$ cat config.mk
export PLATFORM = sky130hd
export DESIGN_NAME = regfile_mp
export DESIGN_NICKNAME = d
export VERILOG_FILES = /design/src/rtl/regfile_pkg.sv /design/src/rtl/regfile_clear_fsm.sv /design/src/rtl/regfile_mp.sv
export SDC_FILE = /design/constraint.sdc
export NUM_CORES = 2
export LEC_CHECK = 0
export ABC_AREA = 0
export CAP_MARGIN = 25
export CORE_UTILIZATION = 50
export CTS_BUF_LIST = sky130_fd_sc_hd__clkbuf_4 sky130_fd_sc_hd__clkbuf_8 sky130_fd_sc_hd__clkbuf_16
export CTS_CLUSTER_SIZE = 24
export DETAILED_ROUTE_END_ITERATION = 12
export PLACE_DENSITY_LB_ADDON = 0.15
export SYNTH_ARGS = -nofsm -noshare
export SYNTH_HDL_FRONTEND = slang
export SYNTH_SLANG_ARGS = --single-unit
export TNS_END_PERCENT = 1
$ cat constraint.sdc
create_clock -name clock -period 9.6 [get_ports clock]
set_clock_uncertainty 0.2 [all_clocks]
set_input_delay 1.92 -clock clock [delete_from_list [all_inputs] [get_ports clock]]
set_output_delay 1.92 -clock clock [all_outputs]
set_load 0.02 [all_outputs]
$ cat src/rtl/regfile_pkg.sv
// rtl/regfile_pkg.sv - default sizing constants and clear-sequencer state encoding
package regfile_pkg;

  localparam int DEF_DATA_W = 32;
  localparam int DEF_ADDR_W = 5;
  localparam int DEF_NUM_RD = 2;
  localparam int DEF_NUM_WR = 2;

  typedef enum logic {
    CLEAR = 1'b0,
    IDLE  = 1'b1
  } clear_state_t;

endpackage

$ cat src/rtl/regfile_clear_fsm.sv
// rtl/regfile_clear_fsm.sv - walks every register address once after reset, zeroing it
module regfile_clear_fsm
  import regfile_pkg::*;
#(
  parameter int ADDR_W = DEF_ADDR_W
) (
  input  logic              clock,
  input  logic              reset,
  output logic              busy,
  output logic              clear_en,
  output logic [ADDR_W-1:0] clear_addr
);

  clear_state_t      state_q, state_d;
  logic [ADDR_W-1:0] ptr_q, ptr_d;

  always_ff @(posedge clock) begin
    if (reset) begin
      state_q <= CLEAR;
      ptr_q   <= '0;
    end else begin
      state_q <= state_d;
      ptr_q   <= ptr_d;
    end
  end

  always_comb begin
    state_d  = state_q;
    ptr_d    = ptr_q;
    busy     = 1'b0;
    clear_en = 1'b0;
    case (state_q)
      CLEAR: begin
        busy     = 1'b1;
        clear_en = 1'b1;
        ptr_d    = ptr_q + ADDR_W'(1);
        // Last address cleared this cycle; ptr wraps back to 0 for the next run.
        if (ptr_q == '1) state_d = IDLE;
      end
      IDLE: begin
        state_d = IDLE;
      end
      default: begin
        state_d = CLEAR;
        ptr_d   = '0;
      end
    endcase
  end

  assign clear_addr = ptr_q;

endmodule

$ cat src/rtl/regfile_mp.sv
// rtl/regfile_mp.sv - multi-port register file with post-reset clear sequencer
// Define REGFILE_BYPASS_EN to forward same-cycle write data onto matching reads.
module regfile_mp
  import regfile_pkg::*;
#(
  parameter int DATA_W  = DEF_DATA_W,
  parameter int ADDR_W  = DEF_ADDR_W,
  parameter int NUM_RD  = DEF_NUM_RD,
  parameter int NUM_WR  = DEF_NUM_WR,
  parameter int ZERO_R0 = 1
) (
  input  logic                     clock,
  input  logic                     reset,
  input  logic [NUM_WR-1:0]        write,
  input  logic [NUM_WR*ADDR_W-1:0] write_reg,
  input  logic [NUM_WR*DATA_W-1:0] write_data,
  input  logic [NUM_RD*ADDR_W-1:0] read_reg,
  output logic [NUM_RD*DATA_W-1:0] read_data,
  output logic                     busy
);

  localparam int DEPTH = 2 ** ADDR_W;

  logic [DATA_W-1:0] regs [DEPTH];
  logic              clear_en;
  logic [ADDR_W-1:0] clear_addr;
  logic [NUM_WR-1:0] wr_en;

  regfile_clear_fsm #(
    .ADDR_W (ADDR_W)
  ) u_clear_fsm (
    .clock      (clock),
    .reset      (reset),
    .busy       (busy),
    .clear_en   (clear_en),
    .clear_addr (clear_addr)
  );

  always_comb begin
    wr_en = '0;
    for (int k = 0; k < NUM_WR; k++) begin
      wr_en[k] = write[k] && !busy &&
                 !((ZERO_R0 != 0) && (write_reg[k*ADDR_W +: ADDR_W] == '0));
    end
  end

  // Ascending port order makes the highest-numbered port win on address collisions.
  always_ff @(posedge clock) begin
    if (clear_en) begin
      regs[clear_addr] <= '0;
    end else begin
      for (int k = 0; k < NUM_WR; k++) begin
        if (wr_en[k]) regs[write_reg[k*ADDR_W +: ADDR_W]] <= write_data[k*DATA_W +: DATA_W];
      end
    end
  end

  always_comb begin
    read_data = '0;
    for (int r = 0; r < NUM_RD; r++) begin
      logic [ADDR_W-1:0] ra;
      logic [DATA_W-1:0] rv;
      ra = read_reg[r*ADDR_W +: ADDR_W];
      rv = regs[ra];
`ifdef REGFILE_BYPASS_EN
      for (int k = 0; k < NUM_WR; k++) begin
        if (wr_en[k] && (write_reg[k*ADDR_W +: ADDR_W] == ra)) rv = write_data[k*DATA_W +: DATA_W];
      end
`endif
      if (busy || ((ZERO_R0 != 0) && (ra == '0))) rv = '0;
      read_data[r*DATA_W +: DATA_W] = rv;
    end
  end

endmodule

* Word level (Yosys, flattened, before mapping)
Memories as Yosys holds them, arrays and structs flattened. Index checks and enable logic that the tools add are counted.
Storage, ports and cells: flip-flop bits (word level) 6, bits in writable memories 1024, bits of input ports 88, output and inout bits 65, logic and storage cells 33, memories 1
Memories:
- regs | depth 32, width 32, rd ports 2, clocked after Yosys merged registers in 0, wr ports 2, line regfile_mp.sv:24 | logic [DATA_W-1:0] regs [DEPTH];
Cells by class: $add $sub $neg 1, equal/unequal tests 1, multiplexer cells 14, bitwise logic cells 1, reductions and logical operators 13
Operators by type and width (count):
- $mux W32 | 3
- $reduce_or A32 Y1 | 1
- $logic_not A5 Y1 | 4
- $mux W1 | 9
- $add A5 B1 Y5 const B | 1
- $eq A5 B5 Y1 const B | 1
- $mux W5 | 1
- $logic_and A1 B1 Y1 | 4
- $logic_not A1 Y1 | 2
- $logic_or A1 B1 Y1 | 2
- $pmux W1 S2 | 1
- $not A1 Y1 | 1

* Logic depth before layout (Yosys ltp)
depth after elaboration 8, gate-level depth with buffers 8, mapped depth without buffers 5

* By module
From an unflattened synthesis, not the netlist that was laid out.
Unflattened totals: cells, all modules 4255, area total of the unflattened synthesis 61631.6 um^2
By module, submodules not included:
- regfile_mp | instances 1, cells an instance 4229, area each 61352.6 um^2, sequential area each 30749.5 um^2
- regfile_clear_fsm | instances 1, cells an instance 26, area each 279.0 um^2, sequential area each 120.1 um^2

* Worst setup path after synthesis
No wires, ideal clock.
kind input -> register, start point input write_reg[3], end point memory regs[1][0] (netlist name), enable pin, library setup time 0.466 ns, arrival 5.201 ns, required time 8.934 ns, slack 3.733 ns, cell stages on the path 5, path buffers 1, path through nor3_2 > a21oi_4 > buf_2 > o32a_1 > o21ai_0
RTL lines:
- start, declared | line regfile_mp.sv:15 | input logic [NUM_WR*ADDR_W-1:0] write_reg,
- end, declared | line regfile_mp.sv:24

* Worst setup path after layout
start point input read_reg[6], end point output read_data[63]
Between the ends: word-level cells in the longest chain between the ends 3, elaborated cells between the ends (all ways) 4, classes of those cells mux (1); reduce/logical (2); memory (1)
RTL lines:
- start, declared | line regfile_mp.sv:17 | input logic [NUM_RD*ADDR_W-1:0] read_reg,
- branches (longest 2 deep; another with $mem_v2 Z32 W32)
- $mux W32 (*) | line regfile_mp.sv:70 | if (busy || ((ZERO_R0 != 0) && (ra == '0))) rv = '0;
- end, declared | line regfile_mp.sv:18 | output logic [NUM_RD*DATA_W-1:0] read_data,
Mark *: on every way between the ends.

==> metrics <==
vias in the first global route=43800; DP Cell Count=about 6400; CTS tree=yes; Max Cap Viol=0; Detail Placement HPWL=~140000 microns; num ports=153; final worst-path cycle share=0.830; fin worst setup slack=about 1600 ps; first-pass GRT wire length=approximately 340000 microns; antenna violations before repair=22; status=complete, no violations; CTS max path bufs=3; hold crit path type=reg2reg; DIE AREA=around 0.12 sq mm; CP arrival=just under 6000 ps; minimum clock period=between 7000 and 8000 ps; Yosys cell types=55; FFs w/ async S/R, synth=0; Multi-input gate area=around 0.026 sq mm; most frequent cells in the layout=edfxtp_1 (1024), nand2_1 (959), o21ai_0 (805), mux2i_1 (518), mux4_2 (254); grt total ovfl=0; power after layout=10300 uW; Pre-antenna DRT Iters=9; Synthesis Warnings=0; setup TNS=0 ps; Post-synth EDFFs=1024; leak pwr=between 0.02 and 0.025 uW; clk sinks=~1000; Root Driver=clkbuf_16; final antenna-violating net count=0; fillers=approximately 9400; clock insertion delay at the later pin of the skew report=730 ps; number of remaining DRC errors=0; final count of pins violating max slew=0; GRT Util Overall=0.399; RePlAce Congestion=between 0.9 and 1; synthesis-stage register bit count=roughly 1000; routed vias=47400; Critical Path Start Type=primary input; Net Count, Synth=approximately 5300; final net count=between 5000 and 6000; Seq/Total Area, Yosys=0.520; largest net degree at the start of global routing=93; cts hold-fix bufs=0; slew at the pin with the worst max-slew slack=1200 ps; Top FF cell, synth=edfxtp_1; Final Non-Filler Cells=around 6700; Setup Viol. Count Final=0; post-synthesis cell area=a little under 0.06 sq mm; layout cells sized above 1=0.178; Post-CTS Setup Bufs=0; worst rel slew slack=0.201; wire per inst=around 37 microns; RSZ-0062 raised after global routing=false; die height=346 microns; critical path fanouts, max=81; Die Span X=346 microns; CTS buffer count=roughly 110; port bufs=between 150 and 200; Detailed Route WL=roughly 240000 microns; Required @ worst endpoint=between 7000 and 8000 ps; Register Area=approximately 0.031 sq mm; fmax=about 0.13 GHz; most common cell after layout, fill and taps aside=edfxtp_1; CP Class=in2out; detailed router's first-iteration violation count=roughly 8400; WHS=between 400 and 500 ps; Initial Utilization=0.504; Peak supply drop=0.149 mV; CP endpoint kind=output pin; DP Worst Slack=1840 ps; P&R area growth vs syn=11.9%; pwr/cell area=155 mW/mm^2; vias per cell=approximately 7; Hold Violations, Final=0; site row count=approximately 130; Mapped Cells=5163; post_cts resized=0; Avg Cell Area, Syn=11.5 sq um; core area=0.118 sq mm; CTS clk-pin slew, worst paths=approximately 60 ps; H-tree levels=3
-- state kept, by name (all words and copies together) (netlist names) --
signal and count:
regs 1024, u_clear_fsm.clear_addr 5, u_clear_fsm.state_q 1
-- metal layers --
metal / part of all wire / track usage / routed length (microns) / up-vias
met1: 0.35 / 0.522 / 85900 / 23200
li1: - / - / - / 19200
met4: 0.072 / 0.255 / 17700 / 8
met5: 0.00021 / 0 / 51 / -
met3: 0.15 / 0.112 / 35600 / 904
met2: 0.43 / 0.585 / 106000 / 4097
-- report_power, final --
| group | switching (uW) | leakage [uW] | internal [uW] |
|---|---|---|---|
| Clock | 1900 | 0.00189 | 2670 |
| Sequential | 23.3 | 0.00949 | 4930 |
| Combinational | 483 | 0.0119 | 286 |
| Total | 2410 | 0.0233 | 7880 |
-- synth_stat cells (4+ instances only) --
cell      count  area share
a21oi_1     118       0.010
a22o_1       21      0.0031
a22oi_1     203       0.026
a31oi_1      42      0.0044
and2_1        9     0.00095
and3_1       50      0.0053
buf_1        10     0.00063
buf_2       205       0.017
buf_4        38      0.0048
buf_6         6      0.0011
clkbuf_1    322       0.020
clkbuf_2      4     0.00034
dfxtp_1       6      0.0020
edfxtp_1   1024        0.52
inv_1        38      0.0024
mux2_2      193       0.037
mux2i_1     518       0.087
mux4_2      254       0.096
nand2_1     962       0.061
nand2b_1      6     0.00063
nand3_1     133       0.011
nand4_1      65      0.0069
nor2_1       24      0.0015
nor2b_1      12      0.0013
nor3_1       18      0.0015
o21ai_0     811       0.068
o21bai_1     25      0.0032
-- path summary, 6_finish.rpt --
| path | cells after the start | endpoint | slack, ps | from |
|---|---|---|---|---|
| max | 7 | read_data[63] | 1630 | read_reg[6] |
| min | 2 | u_clear_fsm.clear_addr[4] | 420 | u_clear_fsm.clear_addr[4] |
| max reg2reg | 7 | regs[4][13] | 5090 | u_clear_fsm.state_q |
| min reg2reg | 2 | u_clear_fsm.clear_addr[4] | 420 | u_clear_fsm.clear_addr[4] |
-- metrics by stage --
| step | util | instance area, sq um |
|---|---|---|
| finish | 0.564 | 66400 |
| global placement | 0.526 | 62000 |
| CTS | 0.561 | 66100 |
| global route | 0.564 | 66400 |
| detailed placement | 0.529 | 62300 |
| floorplan | - | 59300 |
-- critical path, cell delays in order --
cell	delay, ps
buf_8	600
buf_4	880
mux4_2	410
a22o_1	240
a31oi_1	210
nand4_1	550
clkdlybuf4s50_1	740
-- kinds of logic after synthesis --
logic type / synth area share
adders and majority gates: 0.000422
AOI/OAI and AO/OA: 0.117
and+or+nand+nor: 0.0939
buffers and inverters: 0.0470
xor gates and xnor gates: 0.000443
muxes: 0.220
DFF: 0.520
-- layout make-up --
| cell class | instances | area share |
|---|---|---|
| diodes | 8 | 0.000302 |
| clock buffers | 137 | 0.0469 |
| clock inverters | 75 | 0.0108 |
| inverters | 38 | 0.00215 |
| multi-input cells | 3510 | 0.396 |
| flip-flops and latches | 1030 | 0.465 |
| well taps | 1536 | 0.0289 |
| repair buffers | 328 | 0.0499 |
Note: power is estimated with default switching activity, not from simulation.
